**config.mk**
```make
export PLATFORM = sky130hd
export DESIGN_NAME = mul_div_unit
export DESIGN_NICKNAME = d
export VERILOG_FILES = /design/src/rtl/mul_div_unit_pkg.sv /design/src/rtl/mdu_sign_fix.sv /design/src/rtl/mul_div_unit.sv
export SDC_FILE = /design/constraint.sdc
export NUM_CORES = 1
export LEC_CHECK = 0
export BUFFER_PORTS_ARGS = -buffer_cell sky130_fd_sc_hd__buf_2
export CORE_UTILIZATION = 40
export CTS_CLUSTER_SIZE = 10
export DETAILED_ROUTE_END_ITERATION = 10
export SYNTH_ARGS = -nofsm -noshare
export SYNTH_HDL_FRONTEND = slang
export SYNTH_SLANG_ARGS = --single-unit
```
**constraint.sdc**
```tcl
create_clock -name clk -period 5.1 [get_ports clk]
set_clock_uncertainty 0.2 [all_clocks]
set_input_delay 0.51 -clock clk [delete_from_list [all_inputs] [get_ports clk]]
set_output_delay 0.51 -clock clk [all_outputs]
set_load 0.02 [all_outputs]
```
**src/rtl/mul_div_unit_pkg.sv**
```systemverilog
// -----------------------------------------------------------------------------
// mul_div_unit_pkg
// Shared definitions for the iterative RV32M multiply/divide unit:
//   - funct3 encodings for the eight M-extension operations
//   - FSM state encoding (IDLE / CALC / DONE)
//   - helpers: divide-class decode and per-operand signedness table
// -----------------------------------------------------------------------------
package mul_div_unit_pkg;

  localparam logic [2:0] F3_MUL    = 3'b000;
  localparam logic [2:0] F3_MULH   = 3'b001;
  localparam logic [2:0] F3_MULHSU = 3'b010;
  localparam logic [2:0] F3_MULHU  = 3'b011;
  localparam logic [2:0] F3_DIV    = 3'b100;
  localparam logic [2:0] F3_DIVU   = 3'b101;
  localparam logic [2:0] F3_REM    = 3'b110;
  localparam logic [2:0] F3_REMU   = 3'b111;

  localparam logic [1:0] ST_IDLE = 2'd0;
  localparam logic [1:0] ST_CALC = 2'd1;
  localparam logic [1:0] ST_DONE = 2'd2;

  // Divide-class operations all have funct3[2] set.
  function automatic logic is_div(input logic [2:0] f3);
    return f3[2];
  endfunction

  // Remainder operations (REM/REMU) within the divide class.
  function automatic logic is_rem(input logic [2:0] f3);
    return f3[2] & f3[1];
  endfunction

  // op_a is signed for MULH, MULHSU, DIV, REM. MUL is treated as unsigned:
  // the low half of the product does not depend on signedness.
  function automatic logic a_is_signed(input logic [2:0] f3);
    logic s;
    case (f3)
      F3_MULH, F3_MULHSU, F3_DIV, F3_REM: s = 1'b1;
      default:                            s = 1'b0;
    endcase
    return s;
  endfunction

  // op_b is signed for MULH, DIV, REM (MULHSU takes op_b unsigned).
  function automatic logic b_is_signed(input logic [2:0] f3);
    logic s;
    case (f3)
      F3_MULH, F3_DIV, F3_REM: s = 1'b1;
      default:                 s = 1'b0;
    endcase
    return s;
  endfunction

endpackage

```
**src/rtl/mdu_sign_fix.sv**
```systemverilog
// -----------------------------------------------------------------------------
// mdu_sign_fix
// Combinational conditional two's-complement negation.
//   val_in  : value to correct
//   neg     : 1 = output -val_in, 0 = pass through
//   val_out : corrected value
// Used for operand magnitudes at accept and for result sign correction.
// -----------------------------------------------------------------------------
module mdu_sign_fix #(
  parameter int W = 32
) (
  input  logic [W-1:0] val_in,
  input  logic         neg,
  output logic [W-1:0] val_out
);

  assign val_out = neg ? (~val_in + W'(1)) : val_in;

endmodule

```
**src/rtl/mul_div_unit.sv**
```systemverilog
// -----------------------------------------------------------------------------
// mul_div_unit
// Iterative RV32M multiply/divide unit, one bit per cycle (shift-add multiply,
// restoring divide). Sits between register-file read ports and write port.
//   clk, reset      : rising-edge clock, async active-low reset
//   start, flush    : request (accepted when idle) and synchronous abort
//   funct3, rd_in   : operation select and destination index
//   op_a, op_b      : rs1 / rs2 operands
//   busy            : high while CALC or DONE (core stall)
//   done, we_out    : one-cycle result pulse, and register-file write enable
//   result, rd_out  : final result and destination, held until next DONE entry
// -----------------------------------------------------------------------------
module mul_div_unit
  import mul_div_unit_pkg::*;
#(
  parameter int WIDTH = 32
) (
  input  logic             clk,
  input  logic             reset,
  input  logic             start,
  input  logic             flush,
  input  logic [2:0]       funct3,
  input  logic [4:0]       rd_in,
  input  logic [WIDTH-1:0] op_a,
  input  logic [WIDTH-1:0] op_b,
  output logic             busy,
  output logic             done,
  output logic [WIDTH-1:0] result,
  output logic [4:0]       rd_out,
  output logic             we_out
);

  localparam int CW = $clog2(WIDTH);

  logic [1:0]         state_q,   state_d;
  logic [CW-1:0]      cnt_q,     cnt_d;
  logic               seed_q,    seed_d;
  logic [2:0]         f3_q,      f3_d;
  logic [4:0]         rd_pend_q, rd_pend_d;
  logic [4:0]         rd_q,      rd_d;
  logic [WIDTH-1:0]   result_q,  result_d;
  logic [WIDTH-1:0]   mag_a_q,   mag_a_d;
  logic [WIDTH-1:0]   mag_b_q,   mag_b_d;
  logic               res_neg_q, res_neg_d;
  logic               div0_q,    div0_d;
  logic               ovf_q,     ovf_d;
  logic [2*WIDTH-1:0] acc_q,     acc_d;
  logic [WIDTH:0]     rem_q,     rem_d;
  logic [WIDTH-1:0]   quo_q,     quo_d;

  // ---------------------------------------------------------------------------
  // Operand magnitudes for the accept edge
  // ---------------------------------------------------------------------------
  logic             neg_a, neg_b;
  logic [WIDTH-1:0] abs_a, abs_b;

  assign neg_a = a_is_signed(funct3) & op_a[WIDTH-1];
  assign neg_b = b_is_signed(funct3) & op_b[WIDTH-1];

  mdu_sign_fix #(.W(WIDTH)) u_fix_a (.val_in(op_a), .neg(neg_a), .val_out(abs_a));
  mdu_sign_fix #(.W(WIDTH)) u_fix_b (.val_in(op_b), .neg(neg_b), .val_out(abs_b));

  // ---------------------------------------------------------------------------
  // One iteration of each datapath, computed from the current registers
  // ---------------------------------------------------------------------------
  logic [WIDTH:0]     mul_sum;
  logic [2*WIDTH-1:0] acc_step;
  logic [WIDTH:0]     div_shift;
  logic [WIDTH+1:0]   div_trial;
  logic               div_fits;
  logic [WIDTH:0]     rem_step;
  logic [WIDTH-1:0]   quo_step;

  // Shift-add: conditionally add the multiplicand into the upper half, then
  // shift the whole accumulator right; the multiplier drains out of the bottom.
  assign mul_sum  = {1'b0, acc_q[2*WIDTH-1:WIDTH]}
                  + (acc_q[0] ? {1'b0, mag_a_q} : '0);
  assign acc_step = {mul_sum, acc_q[WIDTH-1:1]};

  // Restoring division: bring in the next dividend bit and subtract the
  // divisor; keep the difference only when it did not borrow.
  assign div_shift = {rem_q[WIDTH-1:0], quo_q[WIDTH-1]};
  assign div_trial = {1'b0, div_shift} - {2'b00, mag_b_q};
  assign div_fits  = ~div_trial[WIDTH+1];
  assign rem_step  = div_fits ? div_trial[WIDTH:0] : div_shift;
  assign quo_step  = {quo_q[WIDTH-2:0], div_fits};

  // ---------------------------------------------------------------------------
  // Result selection and sign correction for the DONE-entry edge
  // ---------------------------------------------------------------------------
  logic [WIDTH-1:0]   div_raw;
  logic [2*WIDTH-1:0] fix_in, fix_out;
  logic [WIDTH-1:0]   final_res;

  assign div_raw = is_rem(f3_q) ? rem_step[WIDTH-1:0] : quo_step;
  // Divide values are zero-extended so the low half negates correctly mod 2^W.
  assign fix_in  = is_div(f3_q) ? {{WIDTH{1'b0}}, div_raw} : acc_step;

  mdu_sign_fix #(.W(2*WIDTH)) u_fix_res (.val_in(fix_in), .neg(res_neg_q), .val_out(fix_out));

  always_comb begin
    final_res = fix_out[WIDTH-1:0];
    if (is_div(f3_q)) begin
      if (div0_q && !is_rem(f3_q))     final_res = '1;
      else if (ovf_q && is_rem(f3_q))  final_res = '0;
      else if (ovf_q)                  final_res = {1'b1, {(WIDTH-1){1'b0}}};
    end else if (f3_q != F3_MUL) begin
      final_res = fix_out[2*WIDTH-1:WIDTH];
    end
  end

  // ---------------------------------------------------------------------------
  // FSM and datapath next-state
  // ---------------------------------------------------------------------------
  // NOTE: every _d gets its hold value first so no path leaves it unassigned
  // (an unassigned path in always_comb would infer a latch).
  always_comb begin
    state_d   = state_q;
    cnt_d     = cnt_q;
    seed_d    = seed_q;
    f3_d      = f3_q;
    rd_pend_d = rd_pend_q;
    rd_d      = rd_q;
    result_d  = result_q;
    mag_a_d   = mag_a_q;
    mag_b_d   = mag_b_q;
    res_neg_d = res_neg_q;
    div0_d    = div0_q;
    ovf_d     = ovf_q;
    acc_d     = acc_q;
    rem_d     = rem_q;
    quo_d     = quo_q;

    case (state_q)
      ST_IDLE: begin
        if (start && !flush) begin
          state_d   = ST_CALC;
          cnt_d     = '0;
          seed_d    = 1'b1;
          f3_d      = funct3;
          rd_pend_d = rd_in;
          mag_a_d   = abs_a;
          mag_b_d   = abs_b;
          res_neg_d = is_rem(funct3) ? neg_a : (neg_a ^ neg_b);
          div0_d    = (op_b == '0);
          ovf_d     = is_div(funct3) && !funct3[0]
                    && (op_a == {1'b1, {(WIDTH-1){1'b0}}}) && (op_b == '1);
        end
      end

      ST_CALC: begin
        if (flush) begin
          state_d = ST_IDLE;
          cnt_d   = '0;
        end else if (seed_q) begin
          // First CALC edge loads the iteration registers from the magnitudes.
          seed_d = 1'b0;
          acc_d  = {{WIDTH{1'b0}}, mag_b_q};
          rem_d  = '0;
          quo_d  = mag_a_q;
        end else begin
          acc_d = acc_step;
          rem_d = rem_step;
          quo_d = quo_step;
          cnt_d = cnt_q + CW'(1);
          if (cnt_q == CW'(WIDTH-1)) begin
            state_d  = ST_DONE;
            cnt_d    = '0;
            result_d = final_res;
            rd_d     = rd_pend_q;
          end
        end
      end

      ST_DONE: state_d = ST_IDLE;

      default: state_d = ST_IDLE;
    endcase
  end

  // NOTE: non-blocking assignments so every flop samples pre-edge values.
  // Datapath registers are reset as well, giving defined values after reset.
  always_ff @(posedge clk or negedge reset) begin
    if (!reset) begin
      state_q   <= ST_IDLE;
      cnt_q     <= '0;
      seed_q    <= 1'b0;
      f3_q      <= '0;
      rd_pend_q <= '0;
      rd_q      <= '0;
      result_q  <= '0;
      mag_a_q   <= '0;
      mag_b_q   <= '0;
      res_neg_q <= 1'b0;
      div0_q    <= 1'b0;
      ovf_q     <= 1'b0;
      acc_q     <= '0;
      rem_q     <= '0;
      quo_q     <= '0;
    end else begin
      state_q   <= state_d;
      cnt_q     <= cnt_d;
      seed_q    <= seed_d;
      f3_q      <= f3_d;
      rd_pend_q <= rd_pend_d;
      rd_q      <= rd_d;
      result_q  <= result_d;
      mag_a_q   <= mag_a_d;
      mag_b_q   <= mag_b_d;
      res_neg_q <= res_neg_d;
      div0_q    <= div0_d;
      ovf_q     <= ovf_d;
      acc_q     <= acc_d;
      rem_q     <= rem_d;
      quo_q     <= quo_d;
    end
  end

  assign busy   = (state_q != ST_IDLE);
  assign done   = (state_q == ST_DONE);
  assign result = result_q;
  assign rd_out = rd_q;
  assign we_out = done && (rd_q != 5'd0);

endmodule

```
==> impl_metrics.env <==
export IMPL_cts_buffer_depth=3
export IMPL_grt_pass1_vias=18360
export IMPL_die_x_um=218.5
export IMPL_r2r_slack_ns=0.02
export IMPL_period_needed_ns=5.084
export IMPL_dieHeight_um=218.5
export IMPL_synth_cell_types=98
export IMPL_crit_slowest_cell="or4_4"
export IMPL_max_stage_delay_ns=0.60
export IMPL_crit_arrival_ns=5.34
export IMPL_cpLargestDelayFamily="simple AND/OR/NAND/NOR gates"
export IMPL_hold_viol=0
export IMPL_grt_pass1_wl_mm=111.6
export IMPL_ir_drop_uv=295.7
export IMPL_dr_pass1_iters=7
export IMPL_insertion_delay_ns=0.57
export IMPL_final_util_pct=51.28
export IMPL_yosys_area_top_type="dfrtp_1"
export IMPL_yosysWarnings=0
export IMPL_ys_ff_latch=248
export IMPL_cp_data_required_time_ns=5.35
export IMPL_critPathMaxFanout=7
export IMPL_worstRegToRegCells=14
export IMPL_drv_cap=0
export IMPL_gr_total_overflow=0
export IMPL_timing_rr_end="result[17]$_DFFE_PN0P_"
export IMPL_yosysSeqAreaShare_pct=33.09
export IMPL_syn_to_final_growth_pct=25.14
export IMPL_setup_viol_count_final=0
export IMPL_worstHoldPathCells=3
export IMPL_fmax_mhz=196.7
export IMPL_root_buffer="clkbuf_16"
export IMPL_rsz0062_at_grt="true"
export IMPL_drc=0
export IMPL_relSlewSlack_pct=31.16
export IMPL_clk_pin_slew_ns=0.06
export IMPL_fin_nets=2789
export IMPL_netlist_area_um2=18760
export IMPL_drt_iter0_drc=1919
export IMPL_grt_usage_pct=30.72
export IMPL_cts_tree="yes"
export IMPL_hold_path_class="in2reg"
export IMPL_initial_core_util_pct=40.98
export IMPL_htreeDepth=2
export IMPL_crit_top_cell="or4_4"
export IMPL_netlist_instances=2331
export IMPL_drt_wl_total_mm=74.09
export IMPL_ant_nets=0
export IMPL_slew_viol_final=0
export IMPL_async_flop_share_pct=100.0
export IMPL_grt_max_degree=195
export IMPL_antenna_found_initial=1
export IMPL_place_gp_congestion=1.021
export IMPL_finalSetupTns_ns=0
export IMPL_hold_start="funct3[1]"
export IMPL_synth_common_cells="nand2_1, o21ai_0, dfrtp_1, a21oi_1, nor2_1"
export IMPL_route_vias_total=19360
export IMPL_drive_gt1_share_pct=21.13
export IMPL_postLayoutCellArea_um2=23470
export IMPL_clkSinkCount=248
export IMPL_worstSetupStartpointType="flip-flop"
export IMPL_synth_top_area_share_pct=33.09
export IMPL_placed_area_um2=21650
export IMPL_r2r_start="rem_q[21]$_DFFE_PN0P_"
export IMPL_synth_area_leaders="dfrtp_1, o21ai_0, nand2_1"
export IMPL_antenna_cells=0
export IMPL_synth_edf_count=0
export IMPL_num_rows=78
export IMPL_cts_made_buffers=34
export IMPL_die_area_um2=47760
export IMPL_path_class="reg2reg"
export IMPL_status="finished, final reports clean"
export IMPL_synth_flop_cell="dfrtp_1"
export IMPL_min_to="f3_q[1]$_DFFE_PN0P_"
export IMPL_synth_nets=2479
export IMPL_path_buf_inv=1
export IMPL_p_leak_uw=0.01081
export IMPL_min_period_over_period_pct=99.68
export IMPL_post_synth_cell_area_avg_um2=8.046
export IMPL_synth_most_common_cell="nand2_1"
export IMPL_core_area_um2=45770
export IMPL_port_buffers=115
export IMPL_path_cells="ha_4 -> nand4_2 -> buf_4 -> nor2_1 -> nand3_2 -> o221a_4 -> nand2_4 -> mux2_4 -> a2111o_1 -> or3_4 -> or4_4 -> or4_4 -> or3_1 -> a32o_1"
export IMPL_place_hpwl_mm=57.20
export IMPL_vias_per_cell=5.940
export IMPL_end_kind="flip-flop"
export IMPL_wl_per_cell_um=22.73
export IMPL_io_pins=116
export IMPL_tightest_slew_ns=1.029
export IMPL_cellPowerDensity_nw_per_um2=602.9
export IMPL_n_fill_cell=4398
[report_power, final]
part           switching, uW  internal [uW]
Sequential               569           2450
Combinational           4960           3750
Clock                    979           1440
[state kept, by name (all words and copies together), names as in the netlist]
signal	flops
acc_q	64
cnt_q	5
div0_q	1
f3_q	3
mag_a_q	32
mag_b_q	32
ovf_q	1
quo_q	32
rd_out	5
rd_pend_q	5
rem_q	32
res_neg_q	1
result	32
seed_q	1
state_q	2
[stage by stage]
stage / total power [uW] / hold slack [ns] / setup WS [ns] / instances
finish: 14150 / 0.02602 / 0.01627 / 3260
global route: 14870 / 0.04680 / -0.06438 / 3260
CTS: 13460 / 0.009855 / 0.01085 / 3241
detailed placement: 10850 / 0.2631 / -0.1738 / 3179
global placement: 10780 / 0.2477 / -0.07367 / 3179
floorplan: 7127 / 0.01441 / 0.03889 / 2331
[worst max path at each step]
| stage | startpoint | end | slack, ns | cells after the start |
|---|---|---|---|---|
| 6_report | rem_q[21]$_DFFE_PN0P_ | result[17]$_DFFE_PN0P_ | 0.02 | 14 |
| 5_1_grt | quo_q[31]$_DFFE_PN0P_ | result[17]$_DFFE_PN0P_ | -0.06 | 15 |
| 4_1_cts | mag_b_q[1]$_DFFE_PN0P_ | result[14]$_DFFE_PN0P_ | 0.01 | 20 |
| 3_5_place_dp | quo_q[31]$_DFFE_PN0P_ | result[17]$_DFFE_PN0P_ | -0.17 | 18 |
| 3_3_place_gp | quo_q[31]$_DFFE_PN0P_ | result[17]$_DFFE_PN0P_ | -0.07 | 18 |
| 2_1_floorplan | rem_q[26]$_DFFE_PN0P_ | result[17]$_DFFE_PN0P_ | 0.04 | 16 |
[cell type report]
type / count / area [um^2] / share of cell area (%)
Clock inverter: 10 / 172.7 / 0.7357
Inverter: 74 / 277.8 / 1.183
Tap cell: 600 / 750.7 / 3.199
Sequential cell: 248 / 6211 / 26.46
Timing Repair Buffer: 409 / 2885 / 12.29
Clock buffer: 45 / 932.1 / 3.972
Multi-Input combinational cell: 1874 / 12240 / 52.15
[placed cells by master (no fill, tap or decap), drive strengths merged, types with 7 or more instances in the layout]
cell type,netlist,routed
buf,17,403
nand2,381,381
o21ai,300,300
dfrtp,248,248
a21oi,149,149
nor2,131,131
mux2i,96,96
xnor2,83,83
inv,72,72
ha,70,70
xor2,68,68
nor3,49,49
and2,47,47
clkbuf,118,45
o31ai,40,40
a21o,36,36
nand3,31,31
nand4,27,27
a31oi,25,25
o41ai,24,24
or3,22,22
a22o,20,20
nor4,20,20
a22oi,18,18
o211ai,17,17
nand2b,15,15
or2,15,15
a211oi,14,14
and3,13,13
o21a,12,12
a221oi,10,10
or4,9,9
clkinv,2,9
nor3b,8,8
o221ai,8,8
nor2b,7,7
o21bai,7,7
a211o,7,7
[layer usage]
| layer | routed length, um | share of wire [%] | track usage [%] | up-vias |
|---|---|---|---|---|
| li1 | - | - | - | 9067 |
| met1 | 33220 | 45 | 43.16 | 9300 |
| met2 | 31620 | 43 | 45.49 | 815 |
| met3 | 5743 | 7.8 | 6.249 | 181 |
| met4 | 3513 | 4.7 | 12.91 | 0 |
| met5 | 0 | 0 | 0 | - |
[tightest hold or removal path: cells and delay by family]
kind / cells / cell delay (ns)
simple gates: 2 / 0.12
buf+inv: 1 / 0.11
[cell families after synthesis]
kind of cell	synth area share, %
adder cells (fa/ha/maj)	4.883
buffers and inverters	4.316
flip-flops	33.09
XOR/XNOR	7.051
multiplexers	5.444
AND/OR/NAND/NOR	19.73
AO/OA/AOI/OAI	25.48
[repair_timing]
action | CTS | global route
pin swaps | 1 | 23
endpoints found under the hold margin | 84 | 0
setup endpoints to repair | 22 | 32
buffers inserted | 1 | 20
gates resized for setup | 18 | 72
hold buffers | 6 | 0
(Power assumes the default switching activity.)
